<file path="config.mk">
export PLATFORM = sky130hd
export DESIGN_NAME = cpu_ctrl_fsm
export DESIGN_NICKNAME = d
export VERILOG_FILES = /design/src/rtl/cpu_ctrl_fsm.sv
export SDC_FILE = /design/constraint.sdc
export NUM_CORES = 1
export LEC_CHECK = 0
export CAP_MARGIN = 20
export CORE_MARGIN = 1.5
export CORE_UTILIZATION = 48
export CTS_CLUSTER_DIAMETER = 120
export DETAILED_ROUTE_END_ITERATION = 12
export PLACE_DENSITY = 0.91
export SETUP_SLACK_MARGIN = 0.02
export SLEW_MARGIN = 20
export SYNTH_ARGS = -nofsm -noshare
export SYNTH_HDL_FRONTEND = slang
export SYNTH_SLANG_ARGS = --single-unit
export TNS_END_PERCENT = 50
</file>
<file path="constraint.sdc">
create_clock -name clk -period 2.8 [get_ports clk]
set_input_delay 0.56 -clock clk [delete_from_list [all_inputs] [get_ports clk]]
set_output_delay 0.56 -clock clk [all_outputs]
set_load 0.005 [all_outputs]
</file>
<file path="src/rtl/cpu_ctrl_fsm.sv">
// rtl/cpu_ctrl_fsm.sv - hardwired fetch/decode/execute control unit for the 8-bit CPU
//
// Purpose: Moore FSM that sequences the datapath one state per clock. It provides
//          free-run or single-step operation. All controls decode from the state
//          register only.
// Ports:
//   clk, rst               clock, synchronous active-high reset
//   ir[IR_W-1:0]           instruction register (opcode ir[3:0], legal only if upper bits are 0)
//   z                      datapath zero flag
//   run_mode, step         1=free-run / 0=single-step; step is a level, edge-detected here
//   read, write            memory strobes
//   arload..zload          register load/increment controls
//   pcbus..busmem          bus drivers
//   alu_op[2:0]            ALU function (000 outside ALU states)
//   state_code[ST_W-1:0]   current state, for display
//   instr_done             high in the last state of every instruction
module cpu_ctrl_fsm #(
  parameter int IR_W = 8,
  parameter int ST_W = 6
) (
  input  logic            clk,
  input  logic            rst,
  input  logic [IR_W-1:0] ir,
  input  logic            z,
  input  logic            run_mode,
  input  logic            step,
  output logic            read,
  output logic            write,
  output logic            arload,
  output logic            arinc,
  output logic            pcinc,
  output logic            pcload,
  output logic            drload,
  output logic            trload,
  output logic            irload,
  output logic            rload,
  output logic            acload,
  output logic            zload,
  output logic            pcbus,
  output logic            drhbus,
  output logic            drlbus,
  output logic            trbus,
  output logic            rbus,
  output logic            acbus,
  output logic            membus,
  output logic            busmem,
  output logic [2:0]      alu_op,
  output logic [ST_W-1:0] state_code,
  output logic            instr_done
);

  localparam logic [ST_W-1:0] S_WAIT   = ST_W'(0);
  localparam logic [ST_W-1:0] S_FETCH1 = ST_W'(1);
  localparam logic [ST_W-1:0] S_FETCH2 = ST_W'(2);
  localparam logic [ST_W-1:0] S_FETCH3 = ST_W'(3);
  localparam logic [ST_W-1:0] S_NOP1   = ST_W'(4);
  localparam logic [ST_W-1:0] S_LDAC1  = ST_W'(5);
  localparam logic [ST_W-1:0] S_LDAC2  = ST_W'(6);
  localparam logic [ST_W-1:0] S_LDAC3  = ST_W'(7);
  localparam logic [ST_W-1:0] S_LDAC4  = ST_W'(8);
  localparam logic [ST_W-1:0] S_LDAC5  = ST_W'(9);
  localparam logic [ST_W-1:0] S_STAC1  = ST_W'(10);
  localparam logic [ST_W-1:0] S_STAC2  = ST_W'(11);
  localparam logic [ST_W-1:0] S_STAC3  = ST_W'(12);
  localparam logic [ST_W-1:0] S_STAC4  = ST_W'(13);
  localparam logic [ST_W-1:0] S_STAC5  = ST_W'(14);
  localparam logic [ST_W-1:0] S_MVAC1  = ST_W'(15);
  localparam logic [ST_W-1:0] S_MOVR1  = ST_W'(16);
  localparam logic [ST_W-1:0] S_JUMP1  = ST_W'(17);
  localparam logic [ST_W-1:0] S_JUMP2  = ST_W'(18);
  localparam logic [ST_W-1:0] S_JUMP3  = ST_W'(19);
  localparam logic [ST_W-1:0] S_JMPZY1 = ST_W'(20);
  localparam logic [ST_W-1:0] S_JMPZY2 = ST_W'(21);
  localparam logic [ST_W-1:0] S_JMPZY3 = ST_W'(22);
  localparam logic [ST_W-1:0] S_JMPZN1 = ST_W'(23);
  localparam logic [ST_W-1:0] S_JMPZN2 = ST_W'(24);
  localparam logic [ST_W-1:0] S_JPNZY1 = ST_W'(25);
  localparam logic [ST_W-1:0] S_JPNZY2 = ST_W'(26);
  localparam logic [ST_W-1:0] S_JPNZY3 = ST_W'(27);
  localparam logic [ST_W-1:0] S_JPNZN1 = ST_W'(28);
  localparam logic [ST_W-1:0] S_JPNZN2 = ST_W'(29);
  localparam logic [ST_W-1:0] S_ADD1   = ST_W'(30);
  localparam logic [ST_W-1:0] S_SUB1   = ST_W'(31);
  localparam logic [ST_W-1:0] S_INAC1  = ST_W'(32);
  localparam logic [ST_W-1:0] S_CLAC1  = ST_W'(33);
  localparam logic [ST_W-1:0] S_AND1   = ST_W'(34);
  localparam logic [ST_W-1:0] S_OR1    = ST_W'(35);
  localparam logic [ST_W-1:0] S_XOR1   = ST_W'(36);
  localparam logic [ST_W-1:0] S_NOT1   = ST_W'(37);
  localparam logic [ST_W-1:0] S_DEC    = ST_W'(38);

  logic [ST_W-1:0] r_state;
  logic            r_step_q;
  logic [ST_W-1:0] w_next;
  logic            w_step_rise;
  logic            w_legal_op;
  logic [ST_W-1:0] w_after_instr;

  assign w_step_rise   = step & ~r_step_q;
  assign w_legal_op    = (ir[IR_W-1:4] == '0);
  // run_mode is only looked at here (final states) and in WAIT
  assign w_after_instr = run_mode ? S_FETCH1 : S_WAIT;

  always_ff @(posedge clk) begin
    if (rst) begin
      r_state  <= S_WAIT;
      r_step_q <= 1'b0;
    end else begin
      r_state  <= w_next;
      r_step_q <= step;
    end
  end

  always_comb begin
    w_next = S_WAIT;
    case (r_state)
      S_WAIT:   w_next = (run_mode || w_step_rise) ? S_FETCH1 : S_WAIT;
      S_FETCH1: w_next = S_FETCH2;
      S_FETCH2: w_next = S_FETCH3;
      S_FETCH3: w_next = S_DEC;
      S_DEC: begin
        if (!w_legal_op) begin
          w_next = S_NOP1;
        end else begin
          case (ir[3:0])
            4'h0:    w_next = S_NOP1;
            4'h1:    w_next = S_LDAC1;
            4'h2:    w_next = S_STAC1;
            4'h3:    w_next = S_MVAC1;
            4'h4:    w_next = S_MOVR1;
            4'h5:    w_next = S_JUMP1;
            4'h6:    w_next = z ? S_JMPZY1 : S_JMPZN1;
            4'h7:    w_next = z ? S_JPNZN1 : S_JPNZY1;
            4'h8:    w_next = S_ADD1;
            4'h9:    w_next = S_SUB1;
            4'hA:    w_next = S_INAC1;
            4'hB:    w_next = S_CLAC1;
            4'hC:    w_next = S_AND1;
            4'hD:    w_next = S_OR1;
            4'hE:    w_next = S_XOR1;
            default: w_next = S_NOT1;
          endcase
        end
      end
      S_LDAC1:  w_next = S_LDAC2;
      S_LDAC2:  w_next = S_LDAC3;
      S_LDAC3:  w_next = S_LDAC4;
      S_LDAC4:  w_next = S_LDAC5;
      S_STAC1:  w_next = S_STAC2;
      S_STAC2:  w_next = S_STAC3;
      S_STAC3:  w_next = S_STAC4;
      S_STAC4:  w_next = S_STAC5;
      S_JUMP1:  w_next = S_JUMP2;
      S_JUMP2:  w_next = S_JUMP3;
      S_JMPZY1: w_next = S_JMPZY2;
      S_JMPZY2: w_next = S_JMPZY3;
      S_JMPZN1: w_next = S_JMPZN2;
      S_JPNZY1: w_next = S_JPNZY2;
      S_JPNZY2: w_next = S_JPNZY3;
      S_JPNZN1: w_next = S_JPNZN2;
      S_NOP1, S_LDAC5, S_STAC5, S_MVAC1, S_MOVR1, S_JUMP3,
      S_JMPZY3, S_JMPZN2, S_JPNZY3, S_JPNZN2,
      S_ADD1, S_SUB1, S_INAC1, S_CLAC1, S_AND1, S_OR1, S_XOR1, S_NOT1:
                w_next = w_after_instr;
      default:  w_next = S_WAIT;  // illegal codes recover to WAIT
    endcase
  end

  assign state_code = r_state;

  always_comb begin
    read = 1'b0;   write = 1'b0;  arload = 1'b0; arinc = 1'b0;
    pcinc = 1'b0;  pcload = 1'b0; drload = 1'b0; trload = 1'b0;
    irload = 1'b0; rload = 1'b0;  acload = 1'b0; zload = 1'b0;
    pcbus = 1'b0;  drhbus = 1'b0; drlbus = 1'b0; trbus = 1'b0;
    rbus = 1'b0;   acbus = 1'b0;  membus = 1'b0; busmem = 1'b0;
    alu_op = 3'b000;
    instr_done = 1'b0;
    case (r_state)
      S_FETCH1: begin pcbus = 1'b1; arload = 1'b1; end
      S_FETCH2: begin read = 1'b1; membus = 1'b1; drload = 1'b1; pcinc = 1'b1; end
      S_FETCH3: begin irload = 1'b1; pcbus = 1'b1; arload = 1'b1; end
      S_NOP1:   instr_done = 1'b1;
      S_LDAC1, S_STAC1: begin
        read = 1'b1; membus = 1'b1; drload = 1'b1; pcinc = 1'b1; arinc = 1'b1;
      end
      S_LDAC2, S_STAC2: begin
        read = 1'b1; membus = 1'b1; drload = 1'b1; trload = 1'b1; pcinc = 1'b1;
      end
      S_LDAC3, S_STAC3: begin drhbus = 1'b1; trbus = 1'b1; arload = 1'b1; end
      S_LDAC4:  begin read = 1'b1; membus = 1'b1; drload = 1'b1; end
      S_LDAC5:  begin drlbus = 1'b1; acload = 1'b1; instr_done = 1'b1; end
      S_STAC4:  begin acbus = 1'b1; drload = 1'b1; end
      S_STAC5:  begin drlbus = 1'b1; busmem = 1'b1; write = 1'b1; instr_done = 1'b1; end
      S_MVAC1:  begin acbus = 1'b1; rload = 1'b1; instr_done = 1'b1; end
      S_MOVR1:  begin rbus = 1'b1; acload = 1'b1; instr_done = 1'b1; end
      S_JUMP1, S_JMPZY1, S_JPNZY1: begin
        read = 1'b1; membus = 1'b1; drload = 1'b1; arinc = 1'b1;
      end
      S_JUMP2, S_JMPZY2, S_JPNZY2: begin
        read = 1'b1; membus = 1'b1; drload = 1'b1; trload = 1'b1;
      end
      S_JUMP3, S_JMPZY3, S_JPNZY3: begin
        drhbus = 1'b1; trbus = 1'b1; pcload = 1'b1; instr_done = 1'b1;
      end
      // untaken branch: step PC over the 2-byte target address
      S_JMPZN1, S_JPNZN1: pcinc = 1'b1;
      S_JMPZN2, S_JPNZN2: begin pcinc = 1'b1; instr_done = 1'b1; end
      S_ADD1, S_SUB1, S_AND1, S_OR1, S_XOR1: begin
        rbus = 1'b1; acload = 1'b1; zload = 1'b1; instr_done = 1'b1;
        alu_op = 3'(r_state - S_ADD1);
      end
      // single-operand ALU ops take nothing from the bus
      S_INAC1, S_CLAC1, S_NOT1: begin
        acload = 1'b1; zload = 1'b1; instr_done = 1'b1;
        alu_op = 3'(r_state - S_ADD1);
      end
      default: ;
    endcase
  end

endmodule

</file>
-- After elaboration in Yosys (flattened, before gate mapping)
Cells that the tools add are included.
- word-level logic and storage cells: 102
- bits of input ports: 13
- register bits after elaboration: 7
- output and inout port bits: 30
- reductions and logical operators: 19
- multiplexer cells: 26
- bitwise logic cells: 2
- equal/unequal tests: 52
- add/subtract/negate cells: 1
- operators with widths (operator ; number):
    $pmux 6 s22 ; 1
    $eq 6x5->1 const B ; 16
    $pmux 6 s15 ; 1
    $eq 6x4->1 const B ; 8
    $eq 6x6->1 const B ; 7
    $eq 4x4->1 const B ; 7
    $eq 6x3->1 const B ; 4
    $mux 1 ; 20
    $reduce_or 18->1 ; 1
    $eq 4x3->1 const B ; 4
    $reduce_or 5->1 ; 3
    $reduce_or 13->1 ; 1
    $eq 6x2->1 const B ; 2
    $reduce_or 12->1 ; 1
    $reduce_or 10->1 ; 1
    $reduce_or 9->1 ; 1
    $eq 4x2->1 const B ; 2
    $logic_not 4->1 ; 2
    $reduce_or 8->1 ; 1
    $eq 6x1->1 const B ; 1
    $logic_not 6->1 ; 1
    $mux 3 ; 2
    $mux 6 ; 1
    $reduce_or 2->1 ; 3
    9 further kinds ; 9

-- Longest topological paths before layout
Gate-level depths: netlist of the first run.
- depth in word-level cells: 5
- depth in mapped cells: 8
- gate-level depth less buffers: 5

-- Worst setup path after synthesis of the first run
No wires, ideal clock.
- path kind: register to output
- start point: reg r_state[3] (netlist: state_code[3])
- end point: out write
- setup slack: 859 ps
- stages on the path, launching flop included: 6
- path buffers: 3
- required time: 2240 ps
- arrival: 1381 ps
- path through: dfxtp_1 buf_2 buf_2 nand2_1 nor4_1 buf_4
- longest elaborated chain between the ends: 2
- ends and longest elaborated chain (element ; line ; source):
    start: declaration ; 92 ; logic [ST_W-1:0] r_state;
    start signal: assignment ; 109 ; r_state <= w_next;
    $eq 6x4->1 ; -- ;
    $mux 1 ; -- ;
    end: declaration ; 28 ; output logic write,
Every way passes these cells.

-- Worst setup path after layout of the first run
- start point: reg r_state[3] (netlist: state_code[3])
- end point: out pcinc
- longest elaborated chain between the ends: 3
- elaborated cells between the ends (all ways): 11
- classes of those cells: 9 x eq/ne; 1 x mux; 1 x reduce/logical
- ends and longest elaborated chain (element ; line ; source):
    $eq 6x5->1 (tied with other cells) ; 179 ; case (r_state)
    $reduce_or 9->1 (no source line) * ; -- ;
    $mux 1 * ; 179 ;
    end: declaration ; 31 ; output logic pcinc,
Every way passes the cells marked *; elsewhere a longest branch is shown, timed or not.

==> impl_results.md, run 1 <==
- PD cells: 299.2 nW/um^2
- Die Y: ~52 um
- HPWL Detailed: 2.858 mm
- Initial core utilization: 51.65%
- Async SR Flop Fraction: 0%
- Worst slew margin: 73.94%
- Sequential element share of the synthesized area: around an eighth
- Design area: 1604 um^2
- Synth Area in Adders: 0%
- Worst Setup Start Kind: register
- Chip Width: approximately 52 um
- Worst VDD drop: 0.2521 mV
- Fin Clk Skew: 0.01380 ns
- Clock latency on the worst-skew pair: 0.27 ns
- Setup TNS: 0 ns
- # IOs: 43
- Cell area after synthesis: 1154 um^2
- First-pass GRT wire length: just over 6 mm
- Largest net degree at the start of global routing: 20
- XOR/XNOR share of the synthesized area: 2.169%
- Post-layout nets: between 200 and 250
- Number of antenna repair diodes: 0
- Syn Nets: between 150 and 200
- WS Path Type: register to primary output
- CTS clk-pin slew, worst paths: roughly 0.060 ns
- CTS tree: built
- Placer Congestion: 0.9908
- Total track usage: a little under 30%
- LEAKAGE: 0.6334 nW
- GRT overflow: 0
- Clk root buf: clkbuf_4
- Area after DPL: 1569 um^2
- Hold buffers post-CTS: 0
- Status: completed
- Simple-gate share of the synthesized area: 34.38%
- # H-tree levels: 1
- Total Routed Length: 3.702 mm
- Initial antenna violation count: 0
- Post-layout min period: 2.670 ns
- Via count: between 1500 and 2000
- CP endpoint: pcinc
- Yosys warnings: 0
- Fraction of final layout cells sized beyond drive strength 1: 11.68%
- RSZ-0062 raised after global routing: false
- Vias per cell: 6.360
- Worst EP arrival: 2.11 ns
- #FFs+latches synth: 7
- Detail Route Antenna Nets: 0
- Met2 Track Usage GR: 51.27%
- Busiest grt layer: met2
- Die area: 2707 um^2
- Vias in the first global route: around 1400
- Synth Flop Type: dfxtp_1
- Postcts setup bufs: 0
- Core Region: roughly 2200 um^2
- M3 GR Usage: 4.598%
- Distinct cells, synth: 44
- CP Launch Point: state_code[3]$_SDFF_PP0_
- Cell row count: 17
- Max Fanout on Critical Path: 10
- DRT Pass-1 Iters: 4
- Reg2reg end: state_code[0]$_SDFF_PP0_
- Maximum clock rate: 374.6 MHz
- Reg2Reg Launch Point: state_code[0]$_SDFF_PP0_
- HP Class: register to register
- Syn avg cell area: 6.555 um^2
- Routed len/inst: 15.30 um
- Post-route DRC: 0
- Max Cap Violations: 0
- Fill count: 191
- Final Slew Violations: 0
- Post-synth EDFFs: 0
- Total CTS buffers: 3
- Final hold vios: 0
- DR iter-0 viols: between 90 and 100
- WP data required: 2.24 ns
- FF-to-FF path depth: 6
- FF-to-FF setup slack: 1.16 ns
- Clock Path Buffers: 2
- Slew at the pin with the worst max-slew slack: 0.3904 ns
- Mux cell area share after synthesis: 1.735%
- Cells after Synth: 176
- PortBufs: 42
- Met1 Usage GRT: between 30% and 40%
- Area delta synth->final: 39.05%
- Synth Area in Compound Gates: 36.66%
- Final setup violation count: 0
- Crit path capture type: primary output
- # clock sinks: 7
- Largest family of logic cells by synthesized area: compound AO/OA/AOI/OAI gates
- Tcrit/Tclk final: 95.35%
[stage by stage]
step | utilization [%] | instances | total power [mW] | hold slack, ns | setup slack, ns
after CTS | 71.48 | 242 | 0.4747 | 0.8243 | 0.06697
after global placement | 70.25 | 238 | 0.3764 | 0.8143 | 0.2312
after detailed placement | 70.25 | 238 | 0.3790 | 0.8243 | 0.1895
after floorplan | - | 176 | 0.2749 | 0.6316 | 0.8587
after global routing | 71.82 | 242 | 0.5066 | 0.8867 | 0.04698
final | 71.82 | 242 | 0.4799 | 0.8225 | 0.1302
[flip-flops by register name (all words and copies together) (netlist names)]
name        flops
state_code      6
r_step_q        1
[layout make-up]
type                    count  area, um^2  share of cell area, %
clock buffers               4       26.28                  1.638
multi-input cells         143       867.1                  54.06
inverters                   7       26.28                  1.638
flip-flops and latches      7       146.4                  9.126
well taps                  28       35.03                  2.184
repair buffers             53       503.0                  31.36
[logic make-up after synthesis]
family                    after synthesis
DFF                                     7
xor gates and xnor gates                2
buffers and inverters                  26
AOI/OAI and AO/OA                      64
muxes                                   2
and+or+nand+nor                        75
[cell usage in the layout, fill, tap and decap left out, types with 3 or more instances in the layout]
master           netlist  layout
a21o_1                 5       5
a21oi_1               14      14
a22oi_1                4       4
a31oi_1                3       3
buf_4                  5      11
clkbuf_4               0       3
clkdlybuf4s50_1        0      42
dfxtp_1                7       4
inv_1                  5       5
nand2_1               12      12
nand2b_1               8       8
nand3_1                5       5
nor2_1                24      23
nor2b_1                5       5
nor3_1                 5       5
nor4_1                 6       6
o21ai_0               10      10
o21ai_1                7       7
o22ai_1                3       3
[critical path, stage by stage (launching register included)]
cell             delay [ns]
dfxtp_1                0.56
buf_4                  0.24
inv_1                  0.10
o311a_1                0.13
a311oi_1               0.25
clkdlybuf4s50_1        0.56
[report_power, final]
group | switching [mW] | total, mW | leakage (nW) | internal [mW]
clock network | 0.0424 | 0.0971 | 0.0150 | 0.0547
logic | 0.124 | 0.257 | 0.559 | 0.133
registers | 0.0187 | 0.125 | 0.0589 | 0.107
total | 0.186 | 0.480 | 0.633 | 0.294
[layer usage]
metal / wire, um / vias to the layer above / part of all wire (%)
met5: 0 / - / 0
met1: 1454 / 717 / 39
met3: 346 / 12 / 9.3
li1: - / 714 / -
met4: 73 / 0 / 2.0
met2: 1827 / 96 / 49
[synth_stat cells (all sizes together), types with 2 or more instances]
cell / instances / area [um^2]
and2: 3 / 21.27
nor2: 25 / 96.35
o221ai: 2 / 17.52
and3: 2 / 12.51
nand2: 12 / 45.04
a21o: 5 / 37.54
a21oi: 14 / 70.07
a32o: 2 / 20.02
o211a: 2 / 20.02
o21ba: 2 / 20.02
clkbuf: 3 / 11.26
nand3: 5 / 25.02
a32oi: 2 / 17.52
a2bb2oi: 2 / 17.52
a31oi: 3 / 18.77
nor4: 6 / 37.54
nor3: 5 / 25.02
a22oi: 4 / 30.03
nor2b: 5 / 31.28
nand2b: 9 / 63.81
o22ai: 3 / 18.77
o21ai: 17 / 85.08
dfxtp: 7 / 140.1
buf: 16 / 111.4
inv: 7 / 26.28
xnor2: 2 / 25.03
mux2i: 2 / 20.02
[worst min path at each step]
stage                                  start                  endpoint  slack (ns)  cells past startpoint
floorplan                                rst       r_step_q$_SDFF_PP0_        0.63                      1
global placement    state_code[5]$_SDFF_PP0_  state_code[2]$_SDFF_PP0_        0.81                      3
detailed placement  state_code[5]$_SDFF_PP0_  state_code[2]$_SDFF_PP0_        0.82                      3
CTS                 state_code[5]$_SDFF_PP0_  state_code[2]$_SDFF_PP0_        0.82                      3
global route        state_code[2]$_SDFF_PP0_  state_code[2]$_SDFF_PP0_        0.89                      3
finish              state_code[2]$_SDFF_PP0_  state_code[2]$_SDFF_PP0_        0.82                      3
[repair_timing]
action	CTS	global route
resized for setup	1	4
pin swaps	0	0
endpoints found under the setup margin	14	13
Power figures use the tool's default switching activity.
==> inputs of run 2 (changes only) <==
--- a/config.mk
+++ b/config.mk
@@ -12,6 +12,7 @@
 export DETAILED_ROUTE_END_ITERATION = 12
 export PLACE_DENSITY = 0.91
 export SETUP_SLACK_MARGIN = 0.02
+export SKIP_LAST_GASP = 1
 export SLEW_MARGIN = 20
 export SYNTH_ARGS = -nofsm -noshare
 export SYNTH_HDL_FRONTEND = slang
==> constraint.sdc (replaced) <==
create_clock -name clk -period 3.12 [get_ports clk]
set_input_delay 0.624 -clock clk [delete_from_list [all_inputs] [get_ports clk]]
set_output_delay 0.624 -clock clk [all_outputs]
set_load 0.005 [all_outputs]
==> run 2 against run 1 <==
  * Global-route usage is 1.4 points lower
  * Critical endpoint is now drload
  * Largest power group unchanged
  * Sequential share of layout area is 0.057 points lower
  * Clock-buffer cell count stayed put
==> impl_results.md, run 2 (synthesized netlist as in run 1, its figures left out) <==
- Status: completed
- HP Class: register to register
- Total Routed Length: 3.652 mm (-1.4%)
- Number of antenna repair diodes: 0 (unchanged)
- Met3 wire length: 300 um (-13%)
- Worst VDD drop: 0.2863 mV (+14%)
- Die Y: 52.03 um (unchanged)
- PortBufs: 42 (unchanged)
- Post-layout min period: 2.951 ns
- CTS clk-pin slew, worst paths: 0.06 ns (about the same)
- Detail Route Antenna Nets: 0 (unchanged)
- Post-layout nets: 223 (-2.2%)
- Tcrit/Tclk final: 94.57%
- PD cells: 270.2 nW/um^2 (-9.7%)
- Worst path max stage delay: 0.69 ns (+0.13 ns)
- Cell row count: 17 (unchanged)
- Final Non-Filler Cells: 237 (-2.1%)
- Hold buffers post-CTS: 0 (unchanged)
- Final setup violation count: 0 (unchanged)
- Clock latency on the worst-skew pair: 0.25 ns (-0.02 ns)
- Placed Cells: 233 (-2.1%)
- Chip Width: 52.03 um (unchanged)
- Vias per cell: 6.291 (-1.1%)
- Met1 WL: 1.383 mm (-4.9%)
- Total CTS buffers: 3 (unchanged)
- Post-route DRC: 0 (unchanged)
- GRT overflow: 0 (unchanged)
- Fin Clk Skew: 0.007817 ns (-0.005980 ns)
- Slew at the pin with the worst max-slew slack: 0.5904 ns (+0.2000 ns)
- Most common cell after layout, fill and taps aside: clkdlybuf4s50_1
- Final Slew Violations: 0 (unchanged)
- Worst EP arrival: 2.33 ns (+0.22 ns)
- Max Fanout on Critical Path: 17 (+7)
- Util after Layout: 69.80% (-2.0 points)
- DR iter-0 viols: 78 (-15%)
- Area delta synth->final: 35.14%
- DRT Pass-1 Iters: 8 (+4)
- Min Hold Slack: 0.8004 ns (-0.02213 ns)
- Most frequent cells in the layout: clkdlybuf4s50_1, nor2_1, a21oi_1
- First-pass GRT wire length: 5.851 mm (-5.6%)
- Initial core utilization: 51.65% (unchanged)
- Clock Path Buffers: 2 (unchanged)
- Crit path capture type: primary output
- Via count: 1491 (-3.1%)
- # H-tree levels: 1 (unchanged)
- Max Cap Violations: 0 (unchanged)
- Vias in the first global route: 1354 (-3.7%)
- Worst Setup Start Kind: register
- Final hold vios: 0 (unchanged)
- CTS tree: built
- HPWL Detailed: 2.809 mm (-1.7%)
- Worst slew margin: 60.59% (-13 points)
- Max reg flops: 6 (unchanged)
- Setup TNS: 0 ns (unchanged)
- Postcts setup bufs: 0 (unchanged)
- Slowest CP cell: dfxtp_1
- WP data required: 2.50 ns (+0.26 ns)
- # clock sinks: 7 (unchanged)
- Initial antenna violation count: 0 (unchanged)
- Metal2 WL: 1.854 mm (+1.5%)
- Fraction of final layout cells sized beyond drive strength 1: 8.134% (-3.5 points)
- Top routing layer in use: met4
- Fill count: 202 (+5.8%)
- Post-layout worst setup margin: 0.1695 ns (+0.03926 ns)
- Tot Pwr: 0.4213 mW (-12%)
- Design area: 1559 um^2 (-2.8%)
- RSZ-0062 raised after global routing: false
- # IOs: 43 (unchanged)
- Placer Congestion: 0.9613 (-3.0%)
- Largest net degree at the start of global routing: 24 (+20%)
- Routed len/inst: 15.41 um (+0.73%)
- WS Path Type: register to primary output
- Core Region: 2233 um^2 (unchanged)
- Area after DPL: 1531 um^2 (-2.4%)
- Clk root buf: clkbuf_4
- Maximum clock rate: 338.9 MHz
- Total track usage: 28.00% (-1.4 points)
- Die area: 2707 um^2 (unchanged)
- LEAKAGE: 0.6044 nW (-4.6%)
- Dpl ws: 0.3306 ns (+0.1411 ns)
- Worst-path cell chain: nand2b_1 > o21ai_1 > a2bb2oi_1 > o22ai_1 > o21ba_1 > clkdlybuf4s50_1
run 2: cell types whose count changed in the layout (fill, tap and decap cells not counted), sizes merged:
cell	change
buf	-5
run 2: area by class of cell:
class                      instances  area, um^2  area share [%]
clock buffer                       4       26.28           1.685
inverter                           7       26.28           1.685
multi-input combinational        143       864.6           55.46
sequential                         7       141.4           9.069
tap                               28       35.03           2.247
timing repair buffer              48       465.4           29.86
run 2: worst paths after layout:
check | start | end | slack, ns | depth (start not counted)
worst max-delay path | state_code[3]$_SDFF_PP0_ | drload | 0.17 | 6
worst min-delay path | state_code[0]$_SDFF_PP0_ | state_code[1]$_SDFF_PP0_ | 0.80 | 3
worst max register to register | state_code[4]$_SDFF_PP0_ | state_code[0]$_SDFF_PP0_ | 1.38 | 6
worst min register to register | state_code[0]$_SDFF_PP0_ | state_code[1]$_SDFF_PP0_ | 0.80 | 3
run 2: routing by layer:
layer / GRT usage [%] / vias to the layer above
met2: 51.27 / 95
met4: 12.28 / 0
met1: 32.69 / 681
met5: 0 / -
met3: 2.299 / 12
li1: - / 703
run 2: power by group:
group / leakage, nW / switching (mW) / total (mW) / internal [mW]
clock: 0.0150 / 0.0333 / 0.0821 / 0.0488
combinational: 0.532 / 0.113 / 0.228 / 0.115
sequential: 0.0578 / 0.0152 / 0.111 / 0.0957
run 2: repair_timing:
| action | 4_1_cts | 5_1_grt |
|---|---|---|
| endpoints found under the setup margin | 0 | 7 |
| gates resized for setup | 0 | 1 |
| endpoints found under the hold margin | 0 | 0 |
run 2: worst max-delay path, delay by kind of cell, from the launching register on:
| kind | cells | cell delay [ns] |
|---|---|---|
| AO/OA/AOI/OAI | 4 | 0.64 |
| buffers and inverters | 1 | 0.50 |
| AND/OR/NAND/NOR | 1 | 0.24 |
| flip-flops | 1 | 0.69 |
